## src/rtl/csi_pkg.sv

```systemverilog
// -----------------------------------------------------------------------------
// csi_pkg
// Shared definitions for the CSI-2 packet parser:
//   - data type constants for the short-packet sync codes and the long-packet
//     threshold
//   - the parser FSM state encoding
//   - csi_ecc(): 6-bit CSI-2 Hamming parity over the 24-bit header
//     {WC[15:0], DI[7:0]}
// -----------------------------------------------------------------------------
package csi_pkg;

  localparam logic [5:0] DT_FS       = 6'h00;
  localparam logic [5:0] DT_FE       = 6'h01;
  localparam logic [5:0] DT_LS       = 6'h02;
  localparam logic [5:0] DT_LE       = 6'h03;
  localparam logic [5:0] DT_LONG_MIN = 6'h10;

  typedef enum logic [1:0] {
    IDLE     = 2'd0,
    HDR1     = 2'd1,
    PAYLOAD  = 2'd2,
    WAIT_END = 2'd3
  } state_e;

  // d[7:0] = DI, d[23:8] = WC. Each parity bit covers a fixed subset of the
  // header bits; P5..P0 form the low six bits of the ECC byte.
  function automatic logic [5:0] csi_ecc(input logic [23:0] d);
    logic [5:0] p;
    p[0] = d[0] ^ d[1] ^ d[2] ^ d[4] ^ d[5] ^ d[7] ^ d[10] ^ d[11] ^ d[13] ^
           d[16] ^ d[20] ^ d[21] ^ d[22] ^ d[23];
    p[1] = d[0] ^ d[1] ^ d[3] ^ d[4] ^ d[6] ^ d[8] ^ d[10] ^ d[12] ^ d[14] ^
           d[17] ^ d[20] ^ d[21] ^ d[22] ^ d[23];
    p[2] = d[0] ^ d[2] ^ d[3] ^ d[5] ^ d[6] ^ d[9] ^ d[11] ^ d[12] ^ d[15] ^
           d[18] ^ d[20] ^ d[21] ^ d[22];
    p[3] = d[1] ^ d[2] ^ d[3] ^ d[7] ^ d[8] ^ d[9] ^ d[13] ^ d[14] ^ d[15] ^
           d[19] ^ d[20] ^ d[21] ^ d[23];
    p[4] = d[4] ^ d[5] ^ d[6] ^ d[7] ^ d[8] ^ d[9] ^ d[16] ^ d[17] ^ d[18] ^
           d[19] ^ d[20] ^ d[22] ^ d[23];
    p[5] = d[10] ^ d[11] ^ d[12] ^ d[13] ^ d[14] ^ d[15] ^ d[16] ^ d[17] ^
           d[18] ^ d[19] ^ d[21] ^ d[22] ^ d[23];
    return p;
  endfunction

endpackage

```

## src/rtl/csi_ecc_check.sv

```systemverilog
// -----------------------------------------------------------------------------
// csi_ecc_check
// Combinational header integrity check. Flags an error when the received ECC
// byte does not match the Hamming parity of the header, or when its two
// reserved upper bits are non-zero. Detection only, no correction.
// Instantiated by csi_packet_parser only when CSI_ECC_CHECK_EN is defined.
//   header  in  24  {WC[15:0], DI[7:0]}
//   ecc     in  8   received ECC byte
//   err     out 1   1 = header corrupt
// -----------------------------------------------------------------------------
module csi_ecc_check
  import csi_pkg::*;
(
  input  logic [23:0] header,
  input  logic [7:0]  ecc,
  output logic        err
);

  assign err = (ecc[7:6] != 2'b00) || (ecc[5:0] != csi_ecc(header));

endmodule

```

## src/rtl/csi_packet_parser.sv

```systemverilog
// -----------------------------------------------------------------------------
// csi_packet_parser
// Splits the aligned 2-lane word stream into CSI-2 packets. The 32-bit header
// arrives as two words (H0 = {WC[7:0], DI}, H1 = {ECC, WC[15:8]}); short
// packets produce frame/line sync pulses, long packets produce a
// byte-qualified payload stream. CRC/trailer words are skipped until the
// burst ends (word_valid low). All outputs are registered.
//
// Optional feature: define CSI_ECC_CHECK_EN to check the header ECC; bad
// headers raise header_err and are otherwise dropped. Without it the ECC byte
// is ignored and header_err is tied low.
//
// Parameters:
//   VC_ANY  1 = accept every virtual channel, 0 = accept only VC_SEL
//   VC_SEL  virtual channel accepted when VC_ANY = 0
// Ports:
//   clk, resetn          clock, synchronous active-low reset
//   word_in[15:0]        [7:0] lane-0 byte (earlier), [15:8] lane-1 byte
//   word_valid           high for the whole HS burst
//   frame_start/frame_end/line_start/line_end   one-cycle sync pulses
//   pkt_vc/pkt_dt/pkt_wc fields of the last accepted header
//   payload_data/strb/valid/last   payload stream, 1-cycle latency
//   header_err           one-cycle pulse on ECC mismatch
//   pkt_abort            one-cycle pulse when the burst ends mid-payload
// -----------------------------------------------------------------------------
module csi_packet_parser
  import csi_pkg::*;
#(
  parameter bit         VC_ANY = 1'b1,
  parameter logic [1:0] VC_SEL = 2'd0
) (
  input  logic        clk,
  input  logic        resetn,
  input  logic [15:0] word_in,
  input  logic        word_valid,
  output logic        frame_start,
  output logic        frame_end,
  output logic        line_start,
  output logic        line_end,
  output logic [1:0]  pkt_vc,
  output logic [5:0]  pkt_dt,
  output logic [15:0] pkt_wc,
  output logic [15:0] payload_data,
  output logic [1:0]  payload_strb,
  output logic        payload_valid,
  output logic        payload_last,
  output logic        header_err,
  output logic        pkt_abort
);

  state_e      state_q, state_d;
  logic [15:0] h0_q, h0_d;
  logic [15:0] bytes_left_q, bytes_left_d;

  logic        fs_q, fs_d, fe_q, fe_d, ls_q, ls_d, le_q, le_d;
  logic [1:0]  vc_q, vc_d;
  logic [5:0]  dt_q, dt_d;
  logic [15:0] wc_q, wc_d;
  logic [15:0] pd_q, pd_d;
  logic [1:0]  strb_q, strb_d;
  logic        pv_q, pv_d, last_q, last_d, abort_q, abort_d;

  // Header fields, valid while in HDR1 with H1 on word_in.
  logic [7:0]  hdr_di;
  logic [15:0] hdr_wc;
  logic [1:0]  hdr_vc;
  logic [5:0]  hdr_dt;
  logic        vc_ok;

  assign hdr_di = h0_q[7:0];
  assign hdr_wc = {word_in[7:0], h0_q[15:8]};
  assign hdr_vc = hdr_di[7:6];
  assign hdr_dt = hdr_di[5:0];
  assign vc_ok  = VC_ANY || (hdr_vc == VC_SEL);

`ifdef CSI_ECC_CHECK_EN
  logic ecc_err;
  logic herr_q, herr_d;

  csi_ecc_check u_ecc_check (
    .header ({hdr_wc, hdr_di}),
    .ecc    (word_in[15:8]),
    .err    (ecc_err)
  );
`endif

  always_comb begin
    // NOTE: every next-state value is defaulted before any branch so that no
    // path leaves a variable unassigned and infers a latch.
    state_d      = state_q;
    h0_d         = h0_q;
    bytes_left_d = bytes_left_q;
    fs_d         = 1'b0;
    fe_d         = 1'b0;
    ls_d         = 1'b0;
    le_d         = 1'b0;
    vc_d         = vc_q;
    dt_d         = dt_q;
    wc_d         = wc_q;
    pd_d         = pd_q;
    strb_d       = 2'b00;
    pv_d         = 1'b0;
    last_d       = 1'b0;
    abort_d      = 1'b0;
`ifdef CSI_ECC_CHECK_EN
    herr_d       = 1'b0;
`endif

    if (!word_valid) begin
      // Burst ended. Only a burst ending inside the payload is an abort;
      // in PAYLOAD the final word has by definition not yet been seen.
      state_d = IDLE;
      if (state_q == PAYLOAD) abort_d = 1'b1;
    end else begin
      case (state_q)
        IDLE: begin
          h0_d    = word_in;
          state_d = HDR1;
        end

        HDR1: begin
          state_d = WAIT_END;
`ifdef CSI_ECC_CHECK_EN
          if (ecc_err) begin
            herr_d = 1'b1;
          end else
`endif
          if (vc_ok) begin
            vc_d = hdr_vc;
            dt_d = hdr_dt;
            wc_d = hdr_wc;
            if (hdr_dt < DT_LONG_MIN) begin
              case (hdr_dt)
                DT_FS:   fs_d = 1'b1;
                DT_FE:   fe_d = 1'b1;
                DT_LS:   ls_d = 1'b1;
                DT_LE:   le_d = 1'b1;
                default: ;
              endcase
            end else if (hdr_wc != 16'd0) begin
              bytes_left_d = hdr_wc;
              state_d      = PAYLOAD;
            end
          end
        end

        PAYLOAD: begin
          pd_d = word_in;
          pv_d = 1'b1;
          if (bytes_left_q >= 16'd2) begin
            strb_d       = 2'b11;
            bytes_left_d = bytes_left_q - 16'd2;
          end else begin
            strb_d       = 2'b01;
            bytes_left_d = 16'd0;
          end
          if (bytes_left_q <= 16'd2) begin
            last_d  = 1'b1;
            state_d = WAIT_END;
          end
        end

        WAIT_END: ;  // CRC and trailer words are dropped

        default: state_d = IDLE;
      endcase
    end
  end

  // Synchronous reset: a reset mid-packet simply discards it, no abort pulse.
  always_ff @(posedge clk) begin
    // NOTE: sequential state uses non-blocking assignments only, so every
    // register samples the pre-edge values regardless of statement order.
    if (!resetn) begin
      state_q      <= IDLE;
      h0_q         <= '0;
      bytes_left_q <= '0;
      fs_q         <= 1'b0;
      fe_q         <= 1'b0;
      ls_q         <= 1'b0;
      le_q         <= 1'b0;
      vc_q         <= '0;
      dt_q         <= '0;
      wc_q         <= '0;
      pd_q         <= '0;
      strb_q       <= '0;
      pv_q         <= 1'b0;
      last_q       <= 1'b0;
      abort_q      <= 1'b0;
`ifdef CSI_ECC_CHECK_EN
      herr_q       <= 1'b0;
`endif
    end else begin
      state_q      <= state_d;
      h0_q         <= h0_d;
      bytes_left_q <= bytes_left_d;
      fs_q         <= fs_d;
      fe_q         <= fe_d;
      ls_q         <= ls_d;
      le_q         <= le_d;
      vc_q         <= vc_d;
      dt_q         <= dt_d;
      wc_q         <= wc_d;
      pd_q         <= pd_d;
      strb_q       <= strb_d;
      pv_q         <= pv_d;
      last_q       <= last_d;
      abort_q      <= abort_d;
`ifdef CSI_ECC_CHECK_EN
      herr_q       <= herr_d;
`endif
    end
  end

  assign frame_start   = fs_q;
  assign frame_end     = fe_q;
  assign line_start    = ls_q;
  assign line_end      = le_q;
  assign pkt_vc        = vc_q;
  assign pkt_dt        = dt_q;
  assign pkt_wc        = wc_q;
  assign payload_data  = pd_q;
  assign payload_strb  = strb_q;
  assign payload_valid = pv_q;
  assign payload_last  = last_q;
  assign pkt_abort     = abort_q;
`ifdef CSI_ECC_CHECK_EN
  assign header_err    = herr_q;
`else
  assign header_err    = 1'b0;
`endif

endmodule

```

## config.mk

```make
export PLATFORM = sky130hd
export DESIGN_NAME = csi_packet_parser
export DESIGN_NICKNAME = d
export VERILOG_FILES = /design/src/rtl/csi_pkg.sv /design/src/rtl/csi_ecc_check.sv /design/src/rtl/csi_packet_parser.sv
export SDC_FILE = /design/constraint.sdc
export NUM_CORES = 1
export LEC_CHECK = 0
export ABC_AREA = 1
export BUFFER_PORTS_ARGS = -buffer_cell sky130_fd_sc_hd__buf_4
export CAP_MARGIN = 20
export CORE_ASPECT_RATIO = 2
export CORE_UTILIZATION = 53
export DETAILED_ROUTE_END_ITERATION = 12
export MAX_ROUTING_LAYER = met4
export PLACE_DENSITY = 0.77
export SKIP_LAST_GASP = 1
export SLEW_MARGIN = 20
export SYNTH_ARGS = -nofsm -noshare
export SYNTH_HDL_FRONTEND = slang
export SYNTH_SLANG_ARGS = --single-unit
```

## constraint.sdc

```tcl
create_clock -name clk -period 3.4 [get_ports clk]
set_clock_uncertainty 0.05 [all_clocks]
set_input_delay 0.68 -clock clk [delete_from_list [all_inputs] [get_ports clk]]
set_output_delay 0.68 -clock clk [all_outputs]
set_load 0.005 [all_outputs]
```

==> results_dict.tcl <==
set metrics [dict create \
    antenna_found_initial 0 \
    p_leak_nw 1.976 \
    die-area_um2 6976 \
    syn-mean-instance-area_um2 7.394 \
    hold_class "reg -> reg" \
    cts_setup_buffers 0 \
    worstSetupPathType "reg -> reg" \
    drt_iter0_markers 128 \
    tightest_slew_ns 0.9589 \
    timing.final.ws_setup_ns 1.078 \
    clockBufferDepth 2 \
    die-width_um 59.56 \
    min_path_cells 1 \
    cts_root_buf "clkbuf_16" \
    vias 3245 \
    grt_pass1_wl_um 13660 \
    cp_top_family "buffers and inverters" \
    synth-seq-cells 83 \
    pwr_density_cell_nw_per_um2 561.9 \
    critPathMaxStageDelay_ns 0.55 \
    power_mw 2.434 \
    worst_setup_path_start_kind "flop" \
    placed_area_um2 4026 \
    ys_types 33 \
    worst-path-stages 6 \
    cts_buffers 9 \
    placed_cells 609 \
    max_freq_mhz 430.6 \
    antenna_cells 0 \
    rsz0062_at_grt "false" \
    relSlewSlack_pct 36.00 \
    min_period_ns 2.322 \
    path_buf_inv 2 \
    firstDrtPassIters 4 \
    core_area_um2 6361 \
    start_util_pct 55.21 \
    ys_async_sr_fraction_pct 0 \
    synth.cell_area_um2 3512 \
    crit_path_start "state_q[0]" \
    wl_per_cell_um 13.67 \
    hold_buffers 0 \
    hold_start "h0_q[0]" \
    dpl.hpwl_um 6188 \
    grt_max_degree 71 \
    final_cell_mix "132 x nor2_1, 83 x dfxtp_1, 69 x buf_4" \
    r2r_setup_slack_ns 1.08 \
    clkLatencyLatePin_ns 0.33 \
    synth_cells 475 \
    crit_path_end "payload_data[2]" \
    cts_tree "yes" \
    synth_top_area_share_pct 47.31 \
    grt_overflow_total 0 \
    syn2layout_area_growth_pct 23.33 \
    num_rows 41 \
    cp.required_ns 3.56 \
    cp-end-kind "flop" \
    synth_nets 499 \
    final_common_cell "nor2_1" \
    drc 0 \
    final_design_area_no_fill_um2 4332 \
    post-route-period-util_pct 68.30 \
    clock_sinks 83 \
    seq_area_frac_synth_pct 47.31 \
    final_layout_size_suffix_gt1_share_pct 18.37 \
    outcome "finished, final reports clean" \
    portBuffers 67 \
    htree_levels 3 \
    r2r-start "state_q[0]" \
    vias_per_cell 5.192 \
    crit_path_max_fanout 19 \
    cp_cell_sequence "inv_1, ha_1, nand2_1, clkinv_1, o21ai_0, a21oi_1" \
    slew_violations 0 \
    ff2ff_path_depth 6 \
    post_cts_resized 0 \
    place_ws_ns 1.083 \
    ir_drop_mv 0.4054 \
    fin_nets 558 \
    chipHeight_um 117.1 \
    r2r-end "payload_data[2]" \
    max-cap-violations 0 \
    ys_warn_count 0 \
    clk_pin_slew_worst_paths_ns 0.06 \
    synth_area_leaders "dfxtp_1 47%, nor2_1 14%, o21ai_0 9.3%" \
    dominantRegCellSynth "dfxtp_1" \
    ant_nets 0 \
    wirelength_um 8546 \
    hold_viol_final 0 \
    grtUsageTotal_pct 26.86 \
    pin_count 69 \
    finalSetupViolations 0 \
    synth_enable_flop_cells 0 \
    fin_cells 625 \
    cp.arrival_ns 2.48 \
    first_global_vias 3047 \
    synth_top_cell_by_area "dfxtp_1" \
    cp_slowest_cell "clkinv_1" \
    setup_tns_ns 0 \
    place_congestion 0.8597 \
]
[power by group]
part / total, mW / switching (mW) / internal (mW)
clock: 0.973 / 0.365 / 0.607
combinational: 0.388 / 0.238 / 0.150
sequential: 1.07 / 0.0423 / 1.03
total: 2.43 / 0.646 / 1.79
[registers in the layout (all words and copies together) (netlist names), 2 cells and up]
register and cells:
bytes_left_q 16, pkt_dt 6, state_q 2, payload_data 16
pkt_wc 16, payload_strb 2, pkt_vc 2, h0_q 16
[layer usage]
| layer | part of all wire, % | GRT usage [%] | up-vias |
|---|---|---|---|
| met5 | 0 | - | - |
| met4 | 1.5 | 11.01 | 0 |
| met3 | 2.8 | 4.725 | 11 |
| met2 | 56 | 47.94 | 63 |
| met1 | 40 | 28.41 | 1526 |
| li1 | - | - | 1645 |
[cell families after synthesis]
kind of cell | Yosys count | share of synthesized area (%)
simple gates | 224 | 27.50
fa+ha+maj | 5 | 1.781
compound gates | 104 | 14.96
other cells | 1 | 0.1068
buf+inv | 50 | 6.341
flops | 83 | 47.31
xor+xnor | 8 | 1.995
[cells in the mapped netlist, types with 2 or more instances]
cell type and n:
a21oi_1 29, clkbuf_1 12, clkinv_1 2, nand2_1 58, inv_1 25, buf_1 2
o21ai_0 65, xnor2_1 2, nor2_4 2, nand3_1 6, a31oi_1 2, nand2_4 3
buf_6 3, nor3_1 9, nand4_1 5, xor2_1 6, buf_2 2, dfxtp_1 83
ha_1 5, buf_4 2, o21ai_1 7, nor2_2 3, nor2_1 132
[cell type report]
| type | count | area [µm²] |
|---|---|---|
| multi-input combinational | 342 | 1628 |
| timing repair buffer | 69 | 518.0 |
| clock buffer | 12 | 256.5 |
| tap | 86 | 107.6 |
| fill | 568 | 2029 |
| inverter | 29 | 111.4 |
| clock inverter | 4 | 48.80 |
| sequential | 83 | 1662 |
[stage by stage]
stage	util [%]	hold WS, ns
floorplan	-	0.3731
global placement	63.30	0.3864
detailed placement	63.30	0.3919
CTS	68.10	0.4066
global route	68.10	0.4241
finish	68.10	0.4085
[worst min-delay path by stage]
stage | end | slack (ns)
finish | frame_start | 0.41
global route | line_start | 0.42
CTS | frame_start | 0.41
detailed placement | frame_start | 0.39
global placement | line_start | 0.39
floorplan | frame_start | 0.37
Note: power is estimated with default switching activity, not from simulation.
